==> src/rtl/vadder_sched_pkg.sv <==
// Shared types and constants for the two-requester serial wide adder.
package vadder_sched_pkg;

    localparam int NREQ = 2;

    typedef enum logic [1:0] {
        IDLE,
        BUSY,
        DONE
    } state_t;

endpackage

==> src/rtl/vadder_sched_if.sv <==
// Request/response bundle for vadder_sched: two requesters in, one response out.
interface vadder_sched_if
    import vadder_sched_pkg::*;
#(
    parameter int nbits  = 32,
    parameter int nwords = 4
);

    localparam int W = nbits * nwords;

    logic [NREQ-1:0]         req_val;
    logic [NREQ-1:0]         req_rdy;
    logic [NREQ-1:0][W-1:0]  req_in0;
    logic [NREQ-1:0][W-1:0]  req_in1;
    logic [NREQ-1:0]         req_cin;
    logic                    resp_val;
    logic                    resp_rdy;
    logic [W-1:0]            resp_out;
    logic                    resp_cout;
    logic                    resp_id;

    modport master (
        output req_val, req_in0, req_in1, req_cin, resp_rdy,
        input  req_rdy, resp_val, resp_out, resp_cout, resp_id
    );

    modport slave (
        input  req_val, req_in0, req_in1, req_cin, resp_rdy,
        output req_rdy, resp_val, resp_out, resp_cout, resp_id
    );

endinterface

==> src/rtl/VAdder.sv <==
// Single nbits-wide adder word with carry-in and carry-out.
module VAdder #(
    parameter int nbits = 32
) (
    input  logic [nbits-1:0] in0,
    input  logic [nbits-1:0] in1,
    input  logic             cin,
    output logic [nbits-1:0] out,
    output logic             cout
);

    assign {cout, out} = {1'b0, in0} + {1'b0, in1} + {{nbits{1'b0}}, cin};

endmodule

==> src/rtl/vadder_sched.sv <==
// Round-robin scheduler sharing one word adder between two requesters;
// each W-bit add runs serially, least-significant word first.
module vadder_sched
    import vadder_sched_pkg::*;
#(
    parameter int nbits  = 32,
    parameter int nwords = 4
) (
    input  logic           clk,
    input  logic           reset,
    vadder_sched_if.slave  bus
);

    localparam int W  = nbits * nwords;
    localparam int CW = (nwords > 1) ? $clog2(nwords) : 1;
    localparam logic [CW-1:0] LAST = CW'(nwords - 1);

    state_t          state;
    logic            ptr;
    logic [CW-1:0]   cnt;
    logic            carry;
    logic            id_q;
    logic            resp_val_q;
    logic [W-1:0]    sum_q;

    logic [W-1:0]    a_q;
    logic [W-1:0]    b_q;
    logic            cin_q;

    logic            any_val;
    logic            winner;
    logic [NREQ-1:0] grant;

    logic [nbits-1:0] word_a;
    logic [nbits-1:0] word_b;
    logic [nbits-1:0] word_s;
    logic             word_ci;
    logic             word_co;

    // Pointer holder wins if valid, otherwise the other requester.
    always_comb begin
        any_val = |bus.req_val;
        winner  = bus.req_val[ptr] ? ptr : ~ptr;
        grant   = '0;
        if (state == IDLE && any_val) begin
            grant[winner] = 1'b1;
        end
    end

    assign bus.req_rdy   = grant;
    assign bus.resp_val  = resp_val_q;
    assign bus.resp_out  = sum_q;
    assign bus.resp_cout = carry;
    assign bus.resp_id   = id_q;

    assign word_a  = a_q[int'(cnt) * nbits +: nbits];
    assign word_b  = b_q[int'(cnt) * nbits +: nbits];
    assign word_ci = (cnt == '0) ? cin_q : carry;

    VAdder #(.nbits(nbits)) u_add (
        .in0  (word_a),
        .in1  (word_b),
        .cin  (word_ci),
        .out  (word_s),
        .cout (word_co)
    );

    // Operand capture: only meaningful after a handshake, so no reset needed.
    always_ff @(posedge clk) begin
        if (state == IDLE && any_val) begin
            a_q   <= bus.req_in0[winner];
            b_q   <= bus.req_in1[winner];
            cin_q <= bus.req_cin[winner];
        end
    end

    always_ff @(posedge clk or posedge reset) begin
        if (reset) begin
            state      <= IDLE;
            ptr        <= 1'b0;
            cnt        <= '0;
            carry      <= 1'b0;
            sum_q      <= '0;
            id_q       <= 1'b0;
            resp_val_q <= 1'b0;
        end else begin
            case (state)
                IDLE: begin
                    if (any_val) begin
                        id_q  <= winner;
                        ptr   <= ~winner;
                        cnt   <= '0;
                        state <= BUSY;
                    end
                end
                BUSY: begin
                    sum_q[int'(cnt) * nbits +: nbits] <= word_s;
                    carry <= word_co;
                    if (cnt == LAST) begin
                        state      <= DONE;
                        resp_val_q <= 1'b1;
                    end else begin
                        cnt <= cnt + 1'b1;
                    end
                end
                DONE: begin
                    // No request is granted in the cycle the response drains.
                    if (bus.resp_rdy) begin
                        state      <= IDLE;
                        resp_val_q <= 1'b0;
                    end
                end
                default: begin
                    state      <= IDLE;
                    resp_val_q <= 1'b0;
                end
            endcase
        end
    end

endmodule

==> src/flat_wrapper.sv <==
// flat-port wrapper written by rule: the top's interface ports become plain ports
module vadder_sched_flat import vadder_sched_pkg::*;
#(
    parameter int nbits  = 32,
    parameter int nwords = 4
)
  (clk, reset, bus_req_val, bus_req_in0, bus_req_in1, bus_req_cin, bus_resp_rdy, bus_req_rdy, bus_resp_val, bus_resp_out, bus_resp_cout, bus_resp_id);
  vadder_sched_if #(.nbits(nbits), .nwords(nwords)) bus_i ();
  input  logic clk;
  input  logic reset;
  input wire logic [$bits(bus_i.req_val)-1:0] bus_req_val;
  input wire logic [$bits(bus_i.req_in0)-1:0] bus_req_in0;
  input wire logic [$bits(bus_i.req_in1)-1:0] bus_req_in1;
  input wire logic [$bits(bus_i.req_cin)-1:0] bus_req_cin;
  input wire logic [$bits(bus_i.resp_rdy)-1:0] bus_resp_rdy;
  output wire logic [$bits(bus_i.req_rdy)-1:0] bus_req_rdy;
  output wire logic [$bits(bus_i.resp_val)-1:0] bus_resp_val;
  output wire logic [$bits(bus_i.resp_out)-1:0] bus_resp_out;
  output wire logic [$bits(bus_i.resp_cout)-1:0] bus_resp_cout;
  output wire logic [$bits(bus_i.resp_id)-1:0] bus_resp_id;
  assign bus_i.req_val = bus_req_val;
  assign bus_i.req_in0 = bus_req_in0;
  assign bus_i.req_in1 = bus_req_in1;
  assign bus_i.req_cin = bus_req_cin;
  assign bus_i.resp_rdy = bus_resp_rdy;
  assign bus_req_rdy = bus_i.req_rdy;
  assign bus_resp_val = bus_i.resp_val;
  assign bus_resp_out = bus_i.resp_out;
  assign bus_resp_cout = bus_i.resp_cout;
  assign bus_resp_id = bus_i.resp_id;
  vadder_sched #(.nbits(nbits), .nwords(nwords)) u_core (.clk(clk), .reset(reset), .bus(bus_i));
endmodule
==> config.mk <==
export PLATFORM = sky130hd
export DESIGN_NAME = vadder_sched_flat
export DESIGN_NICKNAME = d
export VERILOG_FILES = /design/src/rtl/vadder_sched_pkg.sv /design/src/rtl/vadder_sched_if.sv /design/src/rtl/VAdder.sv /design/src/rtl/vadder_sched.sv /design/src/flat_wrapper.sv
export SDC_FILE = /design/constraint.sdc
export NUM_CORES = 1
export LEC_CHECK = 0
export ABC_AREA = 1
export CORE_AREA = 2 2 251 253
export CTS_CLUSTER_DIAMETER = 120
export DETAILED_ROUTE_END_ITERATION = 6
export DIE_AREA = 0 0 253 255
export PLACE_DENSITY = 0.6
export SLEW_MARGIN = 30
export SYNTH_ARGS = -nofsm -noshare
export SYNTH_HDL_FRONTEND = slang
export SYNTH_SLANG_ARGS = --single-unit
==> constraint.sdc <==
create_clock -name clk -period 9 [get_ports clk]
set_input_delay 1.35 -clock clk [delete_from_list [all_inputs] [get_ports clk]]
set_output_delay 1.35 -clock clk [all_outputs]
set_load 0.01 [all_outputs]
; After elaboration in Yosys (flattened, before gate mapping)
; Cells that the tools add are included.
[word_totals]
register_bits = 393
input_bits = 519
output_inout_bits = 133
word_cells = 65
[op_classes]
add_sub_neg = 4
n_lt_le_gt_ge = 3
eq_ne = 7
shifts = 4
muxes = 24
bitwise = 3
reduce_logical = 10
[ops]
columns = op, n
row1 = $mux W128, 4
row2 = $shiftx A128 B8 Y32, 2
row3 = $bwmux W128, 1
row4 = $shift A32 B33 Y128 const A, 1
row5 = $shiftx A32 B33 Y128, 1
row6 = $add A32 B32 Y33, 1
row7 = $add A33 B1 Y33, 1
row8 = $neg A7 Y33, 1
row9 = $mux W2, 6
row10 = $mux W1, 9
row11 = $reduce_and A3 Y1, 3
row12 = $pmux W2 S3, 1
row13 = $eq A2 B2 Y1 const B, 2
row14 = $logic_not A2 Y1, 2
row15 = $lt A1 B2 Y1 const B, 2
row16 = $ne A2 B1 Y1 const B, 2
row17 = $ne A2 B2 Y1 const B, 2
row18 = $pmux W2 S2, 1
row19 = $not A1 Y1, 3
row20 = $pmux W1 S3, 1
row21 = $add A2 B1 Y2 const B, 1
row22 = $eq A2 B1 Y1 const B, 1
row23 = $logic_and A1 B1 Y1, 2
row24 = $reduce_and A2 Y1, 1
row25 = other kinds (4), 4

; Longest topological paths before layout
; Gate-level depths: netlist of the first run.
[depth]
word_depth = 8
ltp_mapped = 22
depth_no_buf = 18

; By module
; Synthesis of the first run repeated with hierarchy kept, for this count alone.
[unflattened]
cells_unflattened = 2815
area_unflattened_um2 = 21321.7
[modules_own_cells]
columns = mod, instances, cells_per_inst, area_per_inst_um2, seq_area_each_um2
row1 = vadder_sched, 1, 2310, 18928.2, 11120.7
row2 = VAdder, 1, 505, 2393.5, 0.0

; Least setup slack after synthesis of the first run
; No wires, ideal clock.
[synth_path]
kind = input-to-reg
startpoint = input bus_req_val[1]
endpoint = register u_core.a_q[0], enable pin
setup_time_ns = 0.608
arrival_ns = 6.486
t_required_ns = 8.392
path_slack_ns = 1.906
stages = 2
path_buffers = 0
cell_sequence = o21ai_0 -> inv_1
[synth_via]
elab_chain_len = 2
[synth_rtl]
columns = item, line
row1 = start: declaration, flat_wrapper.sv:11  ; input wire logic [$bits(bus_i.req_val)-1:0] bus_req_val;
row2 = $reduce_or A2 Y1, vadder_sched.sv:42  ; any_val = |bus.req_val;
row3 = $logic_and A1 B1 Y1, vadder_sched.sv:70  ; if (state == IDLE && any_val) begin
row4 = end signal: assignment, vadder_sched.sv:71  ; a_q <= bus.req_in0[winner];
row5 = end: declaration, vadder_sched.sv:26  ; logic [W-1:0] a_q;
; No other way between the ends.
; A chain may end at the register's enable or synchronous reset.

; Worst setup path in the final report of the first run
[layout_path]
startpoint = register u_core.cnt[0]
endpoint = register u_core.sum_q[48], in the netlist u_core.bus.resp_out[48]
[layout_via]
elab_chain_len = 5
elab_cells_between_ends = 10
cone_classes = add/sub (3) / shift (4) / mux (2) / reduce/logical (1)
[layout_rtl]
columns = item, line
row1 = start: declaration, vadder_sched.sv:20  ; logic [CW-1:0] cnt;
row2 = start signal: assignment, vadder_sched.sv:103  ; cnt <= cnt + 1'b1;
row3 = $shiftx A128 B8 Y32 (tied with other cells), vadder_sched.sv:56  ; assign word_a = a_q[int'(cnt) * nbits +: nbits];
row4 = $add A32 B32 Y33 / $mux W1 (equally long branches), "VAdder.sv:12, vadder_sched.sv:58"
row5 = $add A33 B1 Y33, VAdder.sv:12  ; assign {cout, out} = {1'b0, in0} + {1'b0, in1} + {{nbits{1'b0}}, cin};
row6 = $shiftx A32 B33 Y128, vadder_sched.sv:97  ; sum_q[int'(cnt) * nbits +: nbits] <= word_s;
row7 = $bwmux W128 *, vadder_sched.sv:97
row8 = end signal: indexed assignment, vadder_sched.sv:97
row9 = end: declaration, vadder_sched.sv:24  ; logic [W-1:0] sum_q;
; Mark *: on every way between the ends. The rest lies on a longest branch, timed or not.

==> flow_metrics.env, run 1 <==
export IMPL_cts_root_buf="clkbuf_16"
export IMPL_synth_edff_count=257
export IMPL_vias_per_cell=4.82
export IMPL_switchingPower_mw=5.34
export IMPL_required_ps=9510
export IMPL_ant_nets=0
export IMPL_yosys_register_bits=393
export IMPL_rows=92
export IMPL_max_cap_violations=0
export IMPL_antenna_found_initial=9
export IMPL_grt_usage_pct=24.0
export IMPL_fin_worst_skew_ps=22.6
export IMPL_worstSkewPairLatency_ps=580
export IMPL_drc=0
export IMPL_synthesis_area_um2=20400
export IMPL_grt_start_max_net_pins=232
export IMPL_cp_cell_sequence="buf_16 > inv_4 > buf_4 > nand2_1 > a32oi_1 > inv_1 > fa_1 > inv_1 > nand3_1 > nand2_1 > nand2_1 > nand2_1 > nand2_1 > nand2_2 > xor2_2 > nand2_1 > nor2_2 > nand2_1 > nand2_1"
export IMPL_rsz0062_at_grt="false"
export IMPL_clk_pin_slew_worst_paths_ps=70
export IMPL_drv_slew=0
export IMPL_drtPass1Iterations=6
export IMPL_drt_iter0_drc=1388
export IMPL_critical_path_top_delay_family="buffers and inverters"
export IMPL_p_comb_share_pct=56.3
export IMPL_synth_most_common_cell="nand2_1"
export IMPL_period_needed_ps=4710
export IMPL_initial_core_util_pct=32.9
export IMPL_tightest_slew_ps=927
export IMPL_fp_dieArea_um2=64500
export IMPL_ys_warn_count=0
export IMPL_cts_resized=0
export IMPL_path_class="reg -> reg"
export IMPL_setup_violations=0
export IMPL_cp_end_kind="flop"
export IMPL_hold_buffers=0
export IMPL_globalplace_congestion=0.909
export IMPL_post_cts_buffers=0
export IMPL_clock_sinks=393
export IMPL_p_clk_share_pct=16.9
export IMPL_worstPathMaxFanout=79
export IMPL_critPathMostFrequentCell="nand2_1"
export IMPL_slowest_stage="buf_4"
export IMPL_die_h_um=255
export IMPL_syn_inst=2540
export IMPL_grt_pass1_wl_um=116000
export IMPL_drive_above_1_share_pct=4.09
export IMPL_synth_area_top_cells="edfxtp_1 38%, nand2_1 23%, dfrtp_1 17%, o21ai_0 4.0%, nor2_1 3.3%"
export IMPL_synth_ff_type="edfxtp_1"
export IMPL_synth_nets=3098
export IMPL_wl_um=79200
export IMPL_place_hpwl_um=60900
export IMPL_p_per_area_nw_per_um2=386
export IMPL_critPathArrivalTime_ps=5220
export IMPL_first_global_vias=18787
export IMPL_pre_cts_slack_ps=4300
export IMPL_fill_cells=5988
export IMPL_setup_slack_ps=4290
export IMPL_synth_area_leader_cell="edfxtp_1"
export IMPL_fin_setup_tns_ps=0
export IMPL_pin_count=652
export IMPL_ir_drop_uv=247
export IMPL_min_period_over_period_pct=52.4
export IMPL_sequentialPowerShare_pct=26.8
export IMPL_ctsLongestPathBuffers=3
export IMPL_core_um2=62200
export IMPL_num_nets_final=3681
export IMPL_cts_buffers=45
export IMPL_die_w_um=253
export IMPL_clock_fmax_mhz=212
export IMPL_p_sw_share_pct=47.4
export IMPL_grt_remaining_overflow=0
export IMPL_power_internal_mw=5.94
export IMPL_synth_top_area_share_pct=37.7
export IMPL_fin_cells=3956
export IMPL_synth_common_cells="1243 x nand2_1, 257 x edfxtp_1, 179 x nor2_1"
export IMPL_slowest_delay_ps=770
export IMPL_cp_buffers_inverters=5
export IMPL_vias=19063
export IMPL_cts_tree="done"
export IMPL_placement_io_buffers=651
export IMPL_seq_area_frac_synth_pct=54.4
export IMPL_cts_max_level=2
export IMPL_min_path_type="reg -> reg"
export IMPL_p_leak_nw=13.1
export IMPL_start_kind="flop"
export IMPL_synthArstFlopShare_pct=34.6
export IMPL_slew_limit_headroom_pct=38.1
export IMPL_run_status="complete, no violations"
export IMPL_drt_wirelength_per_cell_um=20.0
export IMPL_synthDistinctLibCells=43
export IMPL_syn_to_final_growth_pct=42.7
export IMPL_synth_avg_cell_area_um2=8.05
export IMPL_dp_cells=3873
export IMPL_hold_viol_final=0
==> cell type report <==
class                      instances  area [µm²]  share of cell area (%)
clock inverter                    18         209                   0.716
sequential                       393       11100                    38.1
timing repair buffer             669        6710                    23.0
antenna                            2        5.00                  0.0171
multi-input combinational       1866        8230                    28.2
tap                              799        1000                    3.43
clock buffer                      61        1330                    4.56
inverter                         148         579                    1.98
==> cell families (layout without fill, tap and decap cells) <==
group                    count (synthesis)  count (layout)  share of synthesized area [%]
multiplexers                             1               1                         0.0490
other                                    0               2                              0
flip-flops                             393             393                           54.4
adder cells (fa/ha/maj)                 39              39                           2.46
AO/OA/AOI/OAI                          277             277                           7.59
buffers and inverters                  281             896                           5.45
AND/OR/NAND/NOR                       1534            1534                           29.3
XOR/XNOR                                15              15                          0.716
==> power groups by stage <==
stage          clock [mW]  sequential (mW)  combinational (mW)
2_1_floorplan           0             3.11                3.79
3_3_place_gp            0             3.08                6.23
3_5_place_dp            0             3.09                6.30
4_1_cts              1.95             3.06                6.32
5_1_grt              2.02             3.07                7.06
6_report             1.91             3.02                6.35
==> stage by stage <==
stage               cell area [µm²]  util [%]  hold WS (ps)  power, mW
floorplan                     20400         -           496       6.90
global placement              27600      44.4           470       9.31
detailed placement            27600      44.4           468       9.39
CTS                           29100      46.8           483       11.3
global route                  29200      46.9           498       12.2
finish                        29200      47.0           479       11.3
==> worst paths after layout <==
| check | start | end | slack (ps) | cells past startpoint |
|---|---|---|---|---|
| max reg2reg | u_core.cnt[0]$_DFFE_PP0P_ | u_core.bus.resp_out[48]$_DFFE_PP0P_ | 4290 | 19 |
| min | u_core.bus.resp_out[87]$_DFFE_PP0P_ | u_core.bus.resp_out[87]$_DFFE_PP0P_ | 480 | 2 |
| min reg2reg | u_core.bus.resp_out[87]$_DFFE_PP0P_ | u_core.bus.resp_out[87]$_DFFE_PP0P_ | 480 | 2 |
| min in group asynchronous | reset | u_core.bus.resp_out[39]$_DFFE_PP0P_ | 1290 | 2 |
| max | u_core.cnt[0]$_DFFE_PP0P_ | u_core.bus.resp_out[48]$_DFFE_PP0P_ | 4290 | 19 |
| max in group asynchronous | reset | u_core.cnt[0]$_DFFE_PP0P_ | 6380 | 3 |
==> sequential cells by signal, summed over array words and instances (netlist names) <==
name	cells
u_core.state	2
u_core.bus.resp_id	1
u_core.a_q	128
u_core.b_q	128
u_core.bus.resp_val	1
u_core.bus.resp_out	128
u_core.cnt	2
u_core.bus.resp_cout	1
u_core.cin_q	1
u_core.ptr	1
==> worst min-delay path: stages (launching register included) <==
cell     delay (ps)
dfrtp_1         340
nand2_1          50
nand2_1          50
==> cells in the final DEF, fill, tap and decap left out, drive strengths merged, types with 22 or more instances in the layout <==
master	instances
clkbuf	61
clkdlybuf4s50	651
o21ai	169
dfrtp	136
nor2	189
a21oi	23
nand2	1252
inv	151
nand4	22
ha	37
edfxtp	257
nand3	54
o22ai	60
==> routing by layer <==
layer / part of all wire, % / vias to the layer above / track usage (%)
met5: 0.034 / - / 0
met4: 1.5 / 4 / 4.67
met3: 6.1 / 83 / 3.84
met2: 49 / 658 / 41.4
met1: 43 / 8972 / 31.9
li1: - / 9346 / -
Note: power is estimated with default switching activity, not from simulation.
==> inputs of run 2 (changes only) <==
==> constraint.sdc (replaced) <==
create_clock -name clk -period 4.7 [get_ports clk]
set_input_delay 0.705 -clock clk [delete_from_list [all_inputs] [get_ports clk]]
set_output_delay 0.705 -clock clk [all_outputs]
set_load 0.01 [all_outputs]
==> flow_metrics.env, run 2 (synthesis results as in run 1) <==
export IMPL_num_nets_final=3690
export IMPL_setup_slack_ps=998
export IMPL_post_cts_buffers=0
export IMPL_drtPass1Iterations=5
export IMPL_hold_buffers=0
export IMPL_final_common_cell="nand2_1"
export IMPL_r2r_setup_slack_ps=1000
export IMPL_place_hpwl_um=61800
export IMPL_drt_iter0_drc=1636
export IMPL_fp_dieArea_um2=64500
export IMPL_globalplace_congestion=0.901
export IMPL_die_h_um=255
export IMPL_wl_met1_um=33900
export IMPL_critical_path_top_delay_family="buffers and inverters"
export IMPL_cp_end_kind="flop"
export IMPL_cts_resized=0
export IMPL_max_cap_violations=0
export IMPL_pin_count=652
export IMPL_fin_worst_skew_ps=19.8
export IMPL_pre_cts_slack_ps=978
export IMPL_stdcell_area_um2=29200
export IMPL_tightest_slew_ps=984
export IMPL_cts_tree="done"
export IMPL_min_path_type="reg -> reg"
export IMPL_run_status="complete, no violations"
export IMPL_setup_violations=0
export IMPL_r2r_start="u_core.cnt[0]$_DFFE_PP0P_"
export IMPL_initial_core_util_pct=32.9
export IMPL_hold_depth=2
export IMPL_fin_worst_hold_slack_ps=481
export IMPL_ant_nets=0
export IMPL_worstHoldEndpoint="u_core.bus.resp_out[43]$_DFFE_PP0P_"
export IMPL_cp_cell_sequence="inv_4 > buf_4 > o21ai_0 > o22ai_1 > ha_1 > nand2_1 > nand2_1 > inv_1 > nand2_1 > inv_1 > nand3_1 > xnor2_1 > nor2_1 > nand3_1 > nand2_1"
export IMPL_drt_wirelength_per_cell_um=20.2
export IMPL_slew_limit_headroom_pct=34.4
export IMPL_routed_top_layer="met5"
export IMPL_drive_above_1_share_pct=4.07
export IMPL_start_kind="flop"
export IMPL_placement_io_buffers=651
export IMPL_multiInputGateArea_um2=8240
export IMPL_layout_common_cells="1242 x nand2_1, 651 x clkdlybuf4s50_1, 257 x edfxtp_1, 179 x nor2_1, 163 x o21ai_0"
export IMPL_drc=0
export IMPL_hold_viol_final=0
export IMPL_grt_start_max_net_pins=168
export IMPL_clk_pin_slew_worst_paths_ps=60
export IMPL_grt_pass1_wl_um=117000
export IMPL_clock_sinks=393
export IMPL_ctsLongestPathBuffers=3
export IMPL_seq_area_um2=11100
export IMPL_period_needed_ps=3700
export IMPL_slowest_stage="dfrtp_4"
export IMPL_ir_drop_uv=314
export IMPL_syn_to_final_growth_pct=42.7
export IMPL_cts_max_level=2
export IMPL_cts_root_buf="clkbuf_16"
export IMPL_path_class="reg -> reg"
export IMPL_grt_remaining_overflow=0
export IMPL_p_leak_nw=13.1
export IMPL_worstRegToRegCells=15
export IMPL_met2_length_um=39600
export IMPL_p_per_area_nw_per_um2=739
export IMPL_place_area_um2=27700
export IMPL_power_total_mw=21.6
export IMPL_core_um2=62200
export IMPL_wl_um=80200
export IMPL_cts_buffers=45
export IMPL_die_w_um=253
export IMPL_reg2reg_to="u_core.bus.resp_out[107]$_DFFE_PP0P_"
export IMPL_rsz0062_at_grt="false"
export IMPL_critPathArrivalTime_ps=4150
export IMPL_clock_fmax_mhz=270
export IMPL_worstPathMaxFanout=46
export IMPL_critPathMostFrequentCell="nand2_1"
export IMPL_required_ps=5150
export IMPL_rows=92
export IMPL_slowest_delay_ps=620
export IMPL_route_met3_wl_um=4950
export IMPL_fill_cells=6050
export IMPL_min_period_over_period_pct=78.8
export IMPL_hold_path_startpoint="u_core.bus.resp_out[43]$_DFFE_PP0P_"
export IMPL_grt_usage_pct=24.2
export IMPL_first_global_vias=18793
export IMPL_vias_per_cell=4.86
export IMPL_drv_slew=0
export IMPL_vias=19287
export IMPL_antenna_found_initial=9
export IMPL_cp_buffers_inverters=4
export IMPL_worstSkewPairLatency_ps=570
-- run 2: cell types whose count changed in the layout (fill, tap and decap cells not counted), moves of 2 or more --
cell        before  now
clkinvlp_4       0    4
clkbuf_8         6    2
clkbuf_1         6   15
bufinv_16        4    2
clkinv_1         3    5
inv_6            5    2
clkinv_4         2    0
buf_4           14   20
buf_12           1    6
-- run 2: per-stage QoR --
step	setup TNS (ps)	cells	util, %
after floorplan	-117570	2540	-
after global placement	0	3883	44.6
after detailed placement	0	3883	44.6
after CTS	0	3964	46.9
after global routing	0	3966	46.9
final	0	3968	46.9
-- run 2: power breakdown --
part	internal (mW)	total (mW)	leakage [nW]	switching, mW
clock	2.01	3.43	0.684	1.43
combinational	4.02	12.4	8.15	8.34
sequential	5.21	5.79	4.27	0.586
-- run 2: final cells by class --
cell class	count	area share [%]
Antenna cell	3	0.0257
Clock buffer	65	4.40
Clock inverter	16	0.463
Inverter	148	1.97
Multi-Input combinational cell	1866	28.2
Sequential cell	393	38.1
Tap cell	799	3.43
Timing Repair Buffer	678	23.4
-- run 2: worst min-delay path: stages, from the launching register on --
cell	delay [ps]
dfrtp_1	340
nand2_1	60
nand2_1	50
-- run 2: worst max path at each step --
stage	cells past startpoint	to	start	slack, ps
2_1_floorplan	2	u_core.a_q[0]$_DFFE_PP_	bus_req_val[1]	-460
3_3_place_gp	15	u_core.bus.resp_out[107]$_DFFE_PP0P_	u_core.cnt[0]$_DFFE_PP0P_	980
3_5_place_dp	15	u_core.bus.resp_out[107]$_DFFE_PP0P_	u_core.cnt[0]$_DFFE_PP0P_	980
4_1_cts	15	u_core.bus.resp_out[107]$_DFFE_PP0P_	u_core.cnt[0]$_DFFE_PP0P_	950
5_1_grt	15	u_core.bus.resp_out[107]$_DFFE_PP0P_	u_core.cnt[0]$_DFFE_PP0P_	660
6_report	15	u_core.bus.resp_out[107]$_DFFE_PP0P_	u_core.cnt[0]$_DFFE_PP0P_	1000
-- run 2: metal layers --
metal | global-route usage [%] | vias to the layer above
met1 | 31.8 | 9039
li1 | - | 9375
met5 | 0 | -
met3 | 3.88 | 100
met2 | 41.9 | 765
met4 | 5.82 | 8
==> inputs of run 3 (changes only) <==
--- a/config.mk
+++ b/config.mk
@@ -6,11 +6,11 @@
 export NUM_CORES = 1
 export LEC_CHECK = 0
 export ABC_AREA = 1
-export CORE_AREA = 2 2 251 253
+export CORE_AREA = 2 2 256 258
 export CTS_CLUSTER_DIAMETER = 120
 export DETAILED_ROUTE_END_ITERATION = 6
-export DIE_AREA = 0 0 253 255
-export PLACE_DENSITY = 0.6
+export DIE_AREA = 0 0 258 260
+export PLACE_DENSITY = 0.61
 export SLEW_MARGIN = 30
 export SYNTH_ARGS = -nofsm -noshare
 export SYNTH_HDL_FRONTEND = slang
==> constraint.sdc (replaced) <==
create_clock -name clk -period 3 [get_ports clk]
set_input_delay 0.45 -clock clk [delete_from_list [all_inputs] [get_ports clk]]
set_output_delay 0.45 -clock clk [all_outputs]
set_load 0.01 [all_outputs]
==> flow_metrics.env, run 3 (synthesis results as in run 1) <==
export IMPL_fin_worst_hold_slack_ps=359
export IMPL_run_status="complete, no violations"
export IMPL_worstSkewPairLatency_ps=560
export IMPL_syn_to_final_growth_pct=52.9
export IMPL_period_needed_ps=2990
export IMPL_slowest_delay_ps=580
export IMPL_placement_io_buffers=651
export IMPL_die_h_um=260
export IMPL_crit_start="u_core.cnt[0]$_DFFE_PP0P_"
export IMPL_power_total_mw=38.9
export IMPL_ir_drop_uv=581
export IMPL_clock_sinks=393
export IMPL_place_hpwl_um=60500
export IMPL_cp_buffers_inverters=6
export IMPL_pin_count=652
export IMPL_cp_cell_sequence="inv_8 > bufbuf_16 > nor2_1 > o22ai_1 > buf_4 > ha_2 > nand2_2 > inv_1 > nand2_1 > nand2_1 > inv_1 > nand3_2 > nand2_1 > nand2_1 > nand2_1 > nand2_2 > buf_4 > a22o_1"
export IMPL_cp_end_kind="flop"
export IMPL_grt_remaining_overflow=0
export IMPL_p_leak_nw=14.0
export IMPL_tightest_slew_ps=717
export IMPL_die_w_um=258
export IMPL_drv_slew=0
export IMPL_critical_path_top_delay_family="buffers and inverters"
export IMPL_globalplace_congestion=0.885
export IMPL_cts_buffers=44
export IMPL_grt_usage_pct=23.0
export IMPL_stdcell_area_um2=31300
export IMPL_clock_fmax_mhz=335
export IMPL_place_area_um2=28900
export IMPL_worstPathMaxFanout=10
export IMPL_hold_viol_final=0
export IMPL_max_cap_violations=0
export IMPL_slew_limit_headroom_pct=52.2
export IMPL_critPathArrivalTime_ps=3440
export IMPL_first_global_vias=18796
export IMPL_initial_core_util_pct=31.9
export IMPL_path_class="reg -> reg"
export IMPL_cts_max_level=2
export IMPL_vias=19285
export IMPL_rsz0062_at_grt="true"
export IMPL_required_ps=3450
export IMPL_vias_per_cell=4.63
export IMPL_setup_violations=0
export IMPL_slowest_stage="dfrtp_4"
export IMPL_drc=0
export IMPL_drive_above_1_share_pct=12.1
export IMPL_layout_common_cells="1211 x nand2_1, 651 x clkdlybuf4s50_1, 257 x edfxtp_1, 154 x nor2_1, 144 x buf_4"
export IMPL_fp_dieArea_um2=67100
export IMPL_antenna_found_initial=7
export IMPL_critPathMostFrequentCell="nand2_1"
export IMPL_start_kind="flop"
export IMPL_wl_um=79400
export IMPL_clk_pin_slew_worst_paths_ps=70
export IMPL_drt_wirelength_per_cell_um=19.0
export IMPL_rows=93
export IMPL_cts_tree="done"
export IMPL_final_common_cell="nand2_1"
export IMPL_ctsLongestPathBuffers=3
export IMPL_fin_worst_skew_ps=18.7
export IMPL_grt_pass1_wl_um=115000
export IMPL_ant_nets=0
export IMPL_grt_start_max_net_pins=137
export IMPL_cts_root_buf="clkbuf_16"
export IMPL_hold_buffers=0
export IMPL_r2r_start="u_core.cnt[0]$_DFFE_PP0P_"
export IMPL_p_per_area_nw_per_um2=1240
export IMPL_core_um2=64100
export IMPL_drt_iter0_drc=1265
export IMPL_drtPass1Iterations=5
export IMPL_min_period_over_period_pct=99.6
export IMPL_min_path_type="in -> async"
export IMPL_num_nets_final=3836
==> run 3: cell count changes in the layout (fill, tap and decap cells not counted), sizes merged <==
cell	previous run	this run
clkinv	10	14
inv	148	149
buf	27	168
diode	3	2
bufbuf	0	5
bufinv	2	3
clkbuf	65	57
==> run 3: final timing paths <==
path,endpoint,slack (ps),cells after the start
min in group clk,u_core.bus.resp_out[63]$_DFFE_PP0P_,480,2
max in group asynchronous,u_core.bus.resp_out[38]$_DFFE_PP0P_,2240,3
hold reg to reg,u_core.bus.resp_out[63]$_DFFE_PP0P_,480,2
setup / recovery,u_core.bus.resp_out[17]$_DFFE_PP0P_,10,18
setup reg to reg,u_core.bus.resp_out[17]$_DFFE_PP0P_,10,18
hold / removal,u_core.bus.resp_out[121]$_DFFE_PP0P_,360,3
==> run 3: per-layer routing <==
layer	up-vias	part of all wire [%]	GRT usage, %
met1	8841	43	30.3
met3	91	5.8	3.75
met5	-	0.058	0
met2	675	49	39.1
met4	8	2.1	6.17
li1	9670	-	-
==> run 3: report_power, final <==
group / internal (mW) / switching (mW)
Combinational: 10.2 / 14.4
Sequential: 8.14 / 0.856
Clock: 3.16 / 2.21
==> run 3: timing repair <==
action                     CTS  global route
buffers inserted             8             4
pin swaps                   23            15
resized for setup          100            77
setup endpoints to repair   67           107
gates cloned                 7             0
==> run 3: final cells by class <==
cell class              count  area, µm²
diodes                      2       5.00
repair buffers            824       8220
well taps                 855       1070
inverters                 148        579
clock buffers              57       1240
repair inverters            1       6.26
clock inverters            21        189
multi-input cells        1866       8840
fillers                  6145      32800
flip-flops and latches    393      11100
==> run 3: worst min-delay path, cell delays in order <==
cell	delay (ps)
clkdlybuf4s50_1	440
clkinvlp_4	130
buf_12	280
==> run 3: through the flow <==
stage	cells	TNS (ps)	setup WS, ps	util, %
floorplan	2540	-491770	-1900	-
global placement	4068	-5320	-225	45.1
detailed placement	4068	-5240	-212	45.1
CTS	4161	-5.41	-4.34	48.4
global route	4167	-9410	-198	48.8
finish	4167	0	10.6	48.8
